[src/rtl/input_debouncer_pkg.sv]
// -----------------------------------------------------------------------------
// input_debouncer_pkg
// Shared definitions for the board-input debouncer:
//   - db_state_e   : per-bit debounce FSM state (STABLE / PENDING)
//   - DEF_*        : default parameter values for input_debouncer
//   - min1_clog2() : counter width helper that never returns 0
// -----------------------------------------------------------------------------
package input_debouncer_pkg;

  // STABLE : synchronised input equals the accepted level.
  // PENDING: input differs from the level and the tick counter is running.
  typedef enum logic [0:0] {
    STABLE  = 1'b0,
    PENDING = 1'b1
  } db_state_e;

  localparam int DEF_WIDTH        = 17;      // BTNC plus 16 switches
  localparam int DEF_TICK_DIV     = 100000;  // 1 ms sample tick at 100 MHz
  localparam int DEF_STABLE_TICKS = 10;      // ticks a new level must persist

  // Width of a counter holding 0..n-1; a single-value counter still needs 1 bit.
  function automatic int min1_clog2(input int n);
    return (n > 1) ? $clog2(n) : 1;
  endfunction

endpackage : input_debouncer_pkg

[src/rtl/input_debouncer_debounce_cell.sv]
// -----------------------------------------------------------------------------
// debounce_cell
// One-bit debounce FSM with its stability counter and edge-pulse registers.
// The input is already synchronised; all state advances only on tick_i.
//
// Ports:
//   clk_i   in   system clock, rising edge
//   arst_i  in   asynchronous active-high reset
//   tick_i  in   one-cycle sample strobe from the shared prescaler
//   sync_i  in   synchronised raw input bit
//   level_o out  debounced level (registered)
//   rise_o  out  one-cycle pulse with the first cycle level_o shows 1
//   fall_o  out  one-cycle pulse with the first cycle level_o shows 0
//
// Build option: INPUT_DEBOUNCER_EDGE_EN defined builds the rise/fall pulse
// registers; otherwise rise_o/fall_o are tied to 0 and no flops exist for them.
// -----------------------------------------------------------------------------
module debounce_cell
  import input_debouncer_pkg::*;
#(
  parameter int STABLE_TICKS = DEF_STABLE_TICKS
) (
  input  logic clk_i,
  input  logic arst_i,
  input  logic tick_i,
  input  logic sync_i,
  output logic level_o,
  output logic rise_o,
  output logic fall_o
);

  localparam int CW = $clog2(STABLE_TICKS + 1);
  localparam logic [CW-1:0] CNT_ZERO = CW'(0);
  localparam logic [CW-1:0] CNT_ONE  = CW'(1);
  // Acceptance happens on the tick that would take count to STABLE_TICKS,
  // so the stored count never exceeds STABLE_TICKS-1.
  localparam logic [CW-1:0] CNT_LAST = CW'(STABLE_TICKS - 1);
  localparam logic SINGLE_TICK = (STABLE_TICKS == 1) ? 1'b1 : 1'b0;

  db_state_e     state_q, state_d;
  logic [CW-1:0] count_q, count_d;
  logic          level_q, level_d;

  // Next-state logic of the debounce FSM, counter and accepted level.
  always_comb begin
    state_d = state_q;
    count_d = count_q;
    level_d = level_q;
    if (tick_i) begin
      case (state_q)
        STABLE: begin
          if (sync_i != level_q) begin
            if (SINGLE_TICK) begin
              level_d = sync_i;
              count_d = CNT_ZERO;
            end else begin
              count_d = CNT_ONE;
              state_d = PENDING;
            end
          end else begin
            count_d = CNT_ZERO;
          end
        end
        PENDING: begin
          if (sync_i == level_q) begin
            // Input went back before it was accepted: treat as a glitch.
            count_d = CNT_ZERO;
            state_d = STABLE;
          end else if (count_q == CNT_LAST) begin
            level_d = sync_i;
            count_d = CNT_ZERO;
            state_d = STABLE;
          end else begin
            count_d = count_q + CNT_ONE;
          end
        end
        default: begin
          count_d = CNT_ZERO;
          state_d = STABLE;
        end
      endcase
    end else begin
      state_d = state_q;
    end
  end

  // State, counter and level registers.
  always_ff @(posedge clk_i or posedge arst_i) begin
    if (arst_i) begin
      state_q <= STABLE;
      count_q <= CNT_ZERO;
      level_q <= 1'b0;
    end else begin
      state_q <= state_d;
      count_q <= count_d;
      level_q <= level_d;
    end
  end

  assign level_o = level_q;

`ifdef INPUT_DEBOUNCER_EDGE_EN
  logic rise_q, rise_d;
  logic fall_q, fall_d;

  // Edge pulses are decoded from the level about to be loaded, so they
  // register on the same edge as the new level_o value.
  always_comb begin
    rise_d = level_d & ~level_q;
    fall_d = ~level_d & level_q;
  end

  // Edge pulse registers.
  always_ff @(posedge clk_i or posedge arst_i) begin
    if (arst_i) begin
      rise_q <= 1'b0;
      fall_q <= 1'b0;
    end else begin
      rise_q <= rise_d;
      fall_q <= fall_d;
    end
  end

  assign rise_o = rise_q;
  assign fall_o = fall_q;
`else
  assign rise_o = 1'b0;
  assign fall_o = 1'b0;
`endif

endmodule : debounce_cell

[src/rtl/input_debouncer.sv]
// -----------------------------------------------------------------------------
// input_debouncer
// Debounces WIDTH asynchronous board inputs. Each bit is synchronised by two
// flops, then sampled on a shared prescaler tick by its own debounce_cell.
//
// Ports:
//   clk_i    in   system clock, all logic on rising edge
//   arst_i   in   asynchronous active-high reset
//   raw_i    in   [WIDTH] asynchronous board pins (BTNC, SW)
//   level_o  out  [WIDTH] debounced, synchronised level
//   rise_o   out  [WIDTH] one-cycle pulse per accepted 0->1 transition
//   fall_o   out  [WIDTH] one-cycle pulse per accepted 1->0 transition
//
// Build option: INPUT_DEBOUNCER_EDGE_EN enables rise_o/fall_o; when undefined
// both are constant 0 and level_o behaves identically.
// -----------------------------------------------------------------------------
module input_debouncer
  import input_debouncer_pkg::*;
#(
  parameter int WIDTH        = DEF_WIDTH,
  parameter int TICK_DIV     = DEF_TICK_DIV,
  parameter int STABLE_TICKS = DEF_STABLE_TICKS
) (
  input  logic             clk_i,
  input  logic             arst_i,
  input  logic [WIDTH-1:0] raw_i,
  output logic [WIDTH-1:0] level_o,
  output logic [WIDTH-1:0] rise_o,
  output logic [WIDTH-1:0] fall_o
);

  generate
    if ((WIDTH < 1) || (TICK_DIV < 1) || (STABLE_TICKS < 1)) begin : g_bad_param
      $error("input_debouncer: WIDTH, TICK_DIV and STABLE_TICKS must all be >= 1");
    end
  endgenerate

  localparam int PW = min1_clog2(TICK_DIV);
  localparam logic [PW-1:0] PRE_LAST = PW'(TICK_DIV - 1);

  logic [WIDTH-1:0] sync1_q;
  logic [WIDTH-1:0] sync2_q;
  logic [PW-1:0]    pre_q, pre_d;
  logic             tick_s;

  // Two-flop synchroniser for the asynchronous pins.
  always_ff @(posedge clk_i or posedge arst_i) begin
    if (arst_i) begin
      sync1_q <= '0;
      sync2_q <= '0;
    end else begin
      sync1_q <= raw_i;
      sync2_q <= sync1_q;
    end
  end

  // Prescaler next count; with TICK_DIV=1 PRE_LAST is 0 and tick is constant.
  always_comb begin
    tick_s = (pre_q == PRE_LAST);
    if (tick_s) begin
      pre_d = PW'(0);
    end else begin
      pre_d = pre_q + PW'(1);
    end
  end

  // Prescaler register.
  always_ff @(posedge clk_i or posedge arst_i) begin
    if (arst_i) begin
      pre_q <= PW'(0);
    end else begin
      pre_q <= pre_d;
    end
  end

  for (genvar i = 0; i < WIDTH; i++) begin : g_cell
    debounce_cell #(
      .STABLE_TICKS(STABLE_TICKS)
    ) u_cell (
      .clk_i  (clk_i),
      .arst_i (arst_i),
      .tick_i (tick_s),
      .sync_i (sync2_q[i]),
      .level_o(level_o[i]),
      .rise_o (rise_o[i]),
      .fall_o (fall_o[i])
    );
  end

endmodule : input_debouncer

[config.mk]
export PLATFORM = sky130hd
export DESIGN_NAME = input_debouncer
export DESIGN_NICKNAME = d
export VERILOG_FILES = /design/src/rtl/input_debouncer_pkg.sv /design/src/rtl/input_debouncer_debounce_cell.sv /design/src/rtl/input_debouncer.sv
export SDC_FILE = /design/constraint.sdc
export NUM_CORES = 1
export LEC_CHECK = 0
export ABC_AREA = 1
export CAP_MARGIN = 20
export CORE_ASPECT_RATIO = 0.7
export CORE_MARGIN = 5
export CORE_UTILIZATION = 45
export DETAILED_ROUTE_END_ITERATION = 16
export MAX_ROUTING_LAYER = met4
export PLACE_DENSITY = 0.63
export SLEW_MARGIN = 20
export SYNTH_ARGS = -nofsm -noshare
export SYNTH_HDL_FRONTEND = slang
export SYNTH_SLANG_ARGS = --single-unit
[constraint.sdc]
create_clock -name clk_i -period 7.1 [get_ports clk_i]
set_input_delay 2.13 -clock clk_i [delete_from_list [all_inputs] [get_ports clk_i]]
set_output_delay 2.13 -clock clk_i [all_outputs]
set_load 0.02 [all_outputs]
* Word-level counts from Yosys, hierarchy flattened
Index checks and enable logic that the tools add are counted.
** Word-level totals
- Output and inout port bits :: 51
- Word-level logic and storage cells :: 312
- Bits of input ports :: 19
- Flip-flop bits (word level) :: 153
** Operators by class
- Bitwise logic cells :: 34
- Reductions and logical operators :: 17
- Mux-type cells :: 137
- $add $sub $neg :: 18
- Eq/ne operators :: 52
** Operators by type and width (count)
- two-way mux 4 bit :: 34
- one-hot mux 4 bit (2 select lines) :: 17
- adder 4 x 1 -> 4 bit, second input constant :: 17
- equality test 4 bit, second input constant :: 17
- two-way mux 1 bit :: 68
- AND reduction 4 bit :: 17
- NOT 1 bit :: 34
- one-hot mux 1 bit (2 select lines) :: 17
- adder 17 x 1 -> 17 bit, second input constant :: 1
- equality test 1 bit :: 17
- equality test 17 bit, second input constant :: 1
- two-way mux 17 bit :: 1
- inequality test 1 bit :: 17

* Depth between registers and ports, before layout
- Word-level depth :: 4
- Mapped depth :: 10
- Mapped depth without buffers :: 10

* Cells and area by module
From an unflattened synthesis, not the netlist that was laid out.
** Unflattened totals
- Cell total of the unflattened synthesis :: 977
- Area, all modules :: 8079.0 µm²
** Modules (own cells, without submodules)
- debounce_cell :: area an instance 367.9 µm², times used 17, cells each 47, sequential area each 150.1 µm²
- input_debouncer :: area an instance 1825.5 µm², times used 1, cells each 178, sequential area each 1276.2 µm²

* Worst setup path before layout
Ideal clock, no wire load.
- Kind :: flip-flop to output port
- Start point :: register g_cell[12].u_cell.level_q
- End point :: output port level_o[12]
- Arrival time :: 534 ps
- Path slack :: 4436 ps
- Path buffers :: 1
- Stages on the path, launching flop included :: 2
- Data required time :: 4970 ps
- Path through :: dfrtp_1 -> buf_4
** RTL lines
- start, declared :: line input_debouncer_debounce_cell.sv:42 : logic level_q, level_d;
- start signal, assigned :: line input_debouncer_debounce_cell.sv:96 : level_q <= level_d;
- end, declared :: line input_debouncer.sv:27 : output logic [WIDTH-1:0] level_o,
No word-level cell between the ends.

* Worst setup path in the final report
- Start point :: register g_cell[16].u_cell.level_q
- End point :: output port level_o[16]
** RTL lines (line)
- start, declared :: input_debouncer_debounce_cell.sv:42
- start signal, assigned :: input_debouncer_debounce_cell.sv:96
No word-level cell between the ends.

==> flow_metrics.env <==
export IMPL_grt_antenna_before_repair=0
export IMPL_fin_area_sq_um=9180
export IMPL_layout_nets=1114
export IMPL_netlist_area_sq_um=8330
export IMPL_slowest_delay_ns=0.63
export IMPL_rrSetupSlack_ns=4.18
export IMPL_timing_final_crit_share=0.506
export IMPL_critPathLaunchType="register"
export IMPL_cts_tree="built"
export IMPL_totalWireLength_um=16500
export IMPL_post_route_min_period_ns=3.59
export IMPL_swShare=0.240
export IMPL_cp_num_buf_inv=1
export IMPL_grt_pass1_wl_um=28600
export IMPL_clkSinkCount=153
export IMPL_max_freq_ghz=0.278
export IMPL_core_area_sq_um=18100
export IMPL_hold_buffers=0
export IMPL_rows=41
export IMPL_seq_area_frac_synth=0.460
export IMPL_die_area_sq_um=21400
export IMPL_cts_buffers=17
export IMPL_area_growth_pct=10.2
export IMPL_clkPwrFrac=0.480
export IMPL_cts_setup_buffers=0
export IMPL_relSlewSlack=0.337
export IMPL_tns_ns=0
export IMPL_final_util=0.507
export IMPL_grt_max_degree=69
export IMPL_yosys_warnings=0
export IMPL_vias=6400
export IMPL_antenna_left=0
export IMPL_grt_overflow=0
export IMPL_worstPathCellList="clkdlybuf4s50_1"
export IMPL_grtUsageTotal=0.167
export IMPL_power_density_nw_per_um2=199
export IMPL_cts_resized=0
export IMPL_ys_ff_latch=153
export IMPL_hold_class="reg -> reg"
export IMPL_power_frac_comb=0.035
export IMPL_setup_viol=0
export IMPL_drv_slew=0
export IMPL_clock_skew_ns=0.00938
export IMPL_io_buffers=35
export IMPL_end_kind="output pin"
export IMPL_grt_pass1_vias=5923
export IMPL_place_gp_congestion=0.888
export IMPL_critical_path_required_ns=4.97
export IMPL_cp_data_arrival_time_ns=1.46
export IMPL_dr_first_iter_drc_count=466
export IMPL_vias_per_cell=4.89
export IMPL_whs_ns=0.347
export IMPL_ir_drop_mv=0.244
export IMPL_p_leak_nw=4.45
export IMPL_synth_avg_cell_area_sq_um=8.01
export IMPL_fp_dieW_um=173
export IMPL_htree_levels=4
export IMPL_hold_violations=0
export IMPL_die_height_um=124
export IMPL_p_sw_w=0.000438
export IMPL_outcome="finished, final reports clean"
export IMPL_cts_root_buffer="clkbuf_16"
export IMPL_drive_gt1_frac=0.0541
export IMPL_netlist_instances=1039
export IMPL_intPower_w=0.00139
export IMPL_ys_types=29
export IMPL_slowest_stage="clkdlybuf4s50_1"
export IMPL_start_util=0.460
export IMPL_clkTransAtPathRegs_ns=0.06
export IMPL_rsz0062_at_grt="false"
export IMPL_cts_buffer_depth=2
export IMPL_max_cap_viol_count=0
export IMPL_firstDrtPassIters=6
export IMPL_wire_per_inst_um=12.6
export IMPL_clkLatencyLatePin_ns=0.43
export IMPL_n_antenna_cell=0
export IMPL_cp_max_fo=3
export IMPL_finalPower_w=0.00182
export IMPL_pin_count=70
export IMPL_dpl_cell_area_sq_um=8610
export IMPL_cp_top_family="buffers and inverters"
export IMPL_pwr_share_seq=0.485
export IMPL_drcViolationCount=0
export IMPL_critical_path_class="reg -> out"
export IMPL_tightest_slew_ns=0.988
export IMPL_hpwl_um=10800
==> power by group through the flow <==
stage	clock [W]	combinational [W]	sequential, W
2_1_floorplan	0	0.0000583	0.000900
3_3_place_gp	0	0.0000642	0.000901
3_5_place_dp	0	0.0000647	0.000901
4_1_cts	0.000899	0.0000649	0.000885
5_1_grt	0.000936	0.0000731	0.000885
6_report	0.000875	0.0000633	0.000885
==> synthesized netlist by cell type, drive strengths merged <==
| cell type | count | area (sq um) |
|---|---|---|
| a21oi | 26 | 130 |
| buf | 66 | 512 |
| clkbuf | 4 | 15.0 |
| clkinv | 1 | 3.75 |
| conb | 1 | 3.75 |
| dfrtp | 153 | 3830 |
| ha | 35 | 438 |
| inv | 127 | 477 |
| nand2 | 271 | 1030 |
| nand3 | 73 | 365 |
| nand3b | 1 | 7.51 |
| nand4 | 49 | 307 |
| nor2 | 81 | 319 |
| nor2b | 1 | 6.26 |
| nor3 | 17 | 96.4 |
| o211ai | 1 | 12.5 |
| o21ai | 95 | 475 |
| o21bai | 1 | 7.51 |
| or2 | 9 | 56.3 |
| xnor2 | 1 | 8.76 |
| xor2 | 26 | 228 |
==> path summary, 6_finish.rpt <==
path                       depth (start not counted)                           end                       from
max                                                1                   level_o[16]  g_cell[16].u_cell.level_o
min reg2reg                                        0                   sync2_q[12]                sync1_q[12]
min                                                0                   sync2_q[12]                sync1_q[12]
min in group asynchronous                          2     g_cell[15].u_cell.level_o                     arst_i
max in group asynchronous                          3     g_cell[14].u_cell.level_o                     arst_i
max reg2reg                                        8  g_cell[13].u_cell.count_q[1]                   pre_q[0]
==> metal layers <==
layer	up-vias	share of wire	routed length [um]	track usage
met5	-	0	0	-
met4	0	0.012	203	0.0440
met3	17	0.039	648	0.0388
met2	123	0.42	6890	0.238
met1	2962	0.53	8790	0.240
li1	3298	-	-	-
==> flip-flops by register name (all words and copies together) (netlist names) <==
register / count
pre_q: 17
sync1_q: 17
g_cell.u_cell.count_q: 68
g_cell.u_cell.state_q: 17
g_cell.u_cell.level_o: 17
sync2_q: 17
==> stage by stage <==
step                setup WS (ns)  instances
global route                 3.44       1309
floorplan                   0.849       1072
finish                       3.51       1309
detailed placement           3.40       1277
global placement             3.40       1277
CTS                          3.49       1309
==> placed cells by master (no fill, tap or decap), types with 4 or more instances in the layout <==
cell type          n
or2_2              9
inv_2              4
xor2_1            26
inv_6              6
clkbuf_16         17
nor2_1            79
nor3_1            16
buf_4              4
nand4_1           49
ha_1              35
o21ai_0           79
conb_1            34
clkinv_4           4
a21oi_1           26
dfrtp_1          153
clkdlybuf4s50_1   35
nand3_1           72
nand2_1          268
inv_1            122
o21ai_1           16
==> cell families after synthesis <==
| kind of cell | count (synthesis) | share of synthesized area |
|---|---|---|
| fa+ha+maj | 35 | 0.0526 |
| compound gates | 123 | 0.0751 |
| buf+inv | 198 | 0.121 |
| simple gates | 502 | 0.263 |
| other cells | 1 | 0.000450 |
| xor+xnor | 27 | 0.0284 |
| flops | 153 | 0.460 |
==> area by class of cell <==
class | count | area, sq um
clock buffer | 17 | 425
clock inverter | 15 | 141
fill | 1746 | 8930
inverter | 128 | 485
multi-input combinational | 721 | 3620
sequential | 153 | 3830
tap | 236 | 295
timing repair buffer | 39 | 380
(Power assumes the default switching activity.)
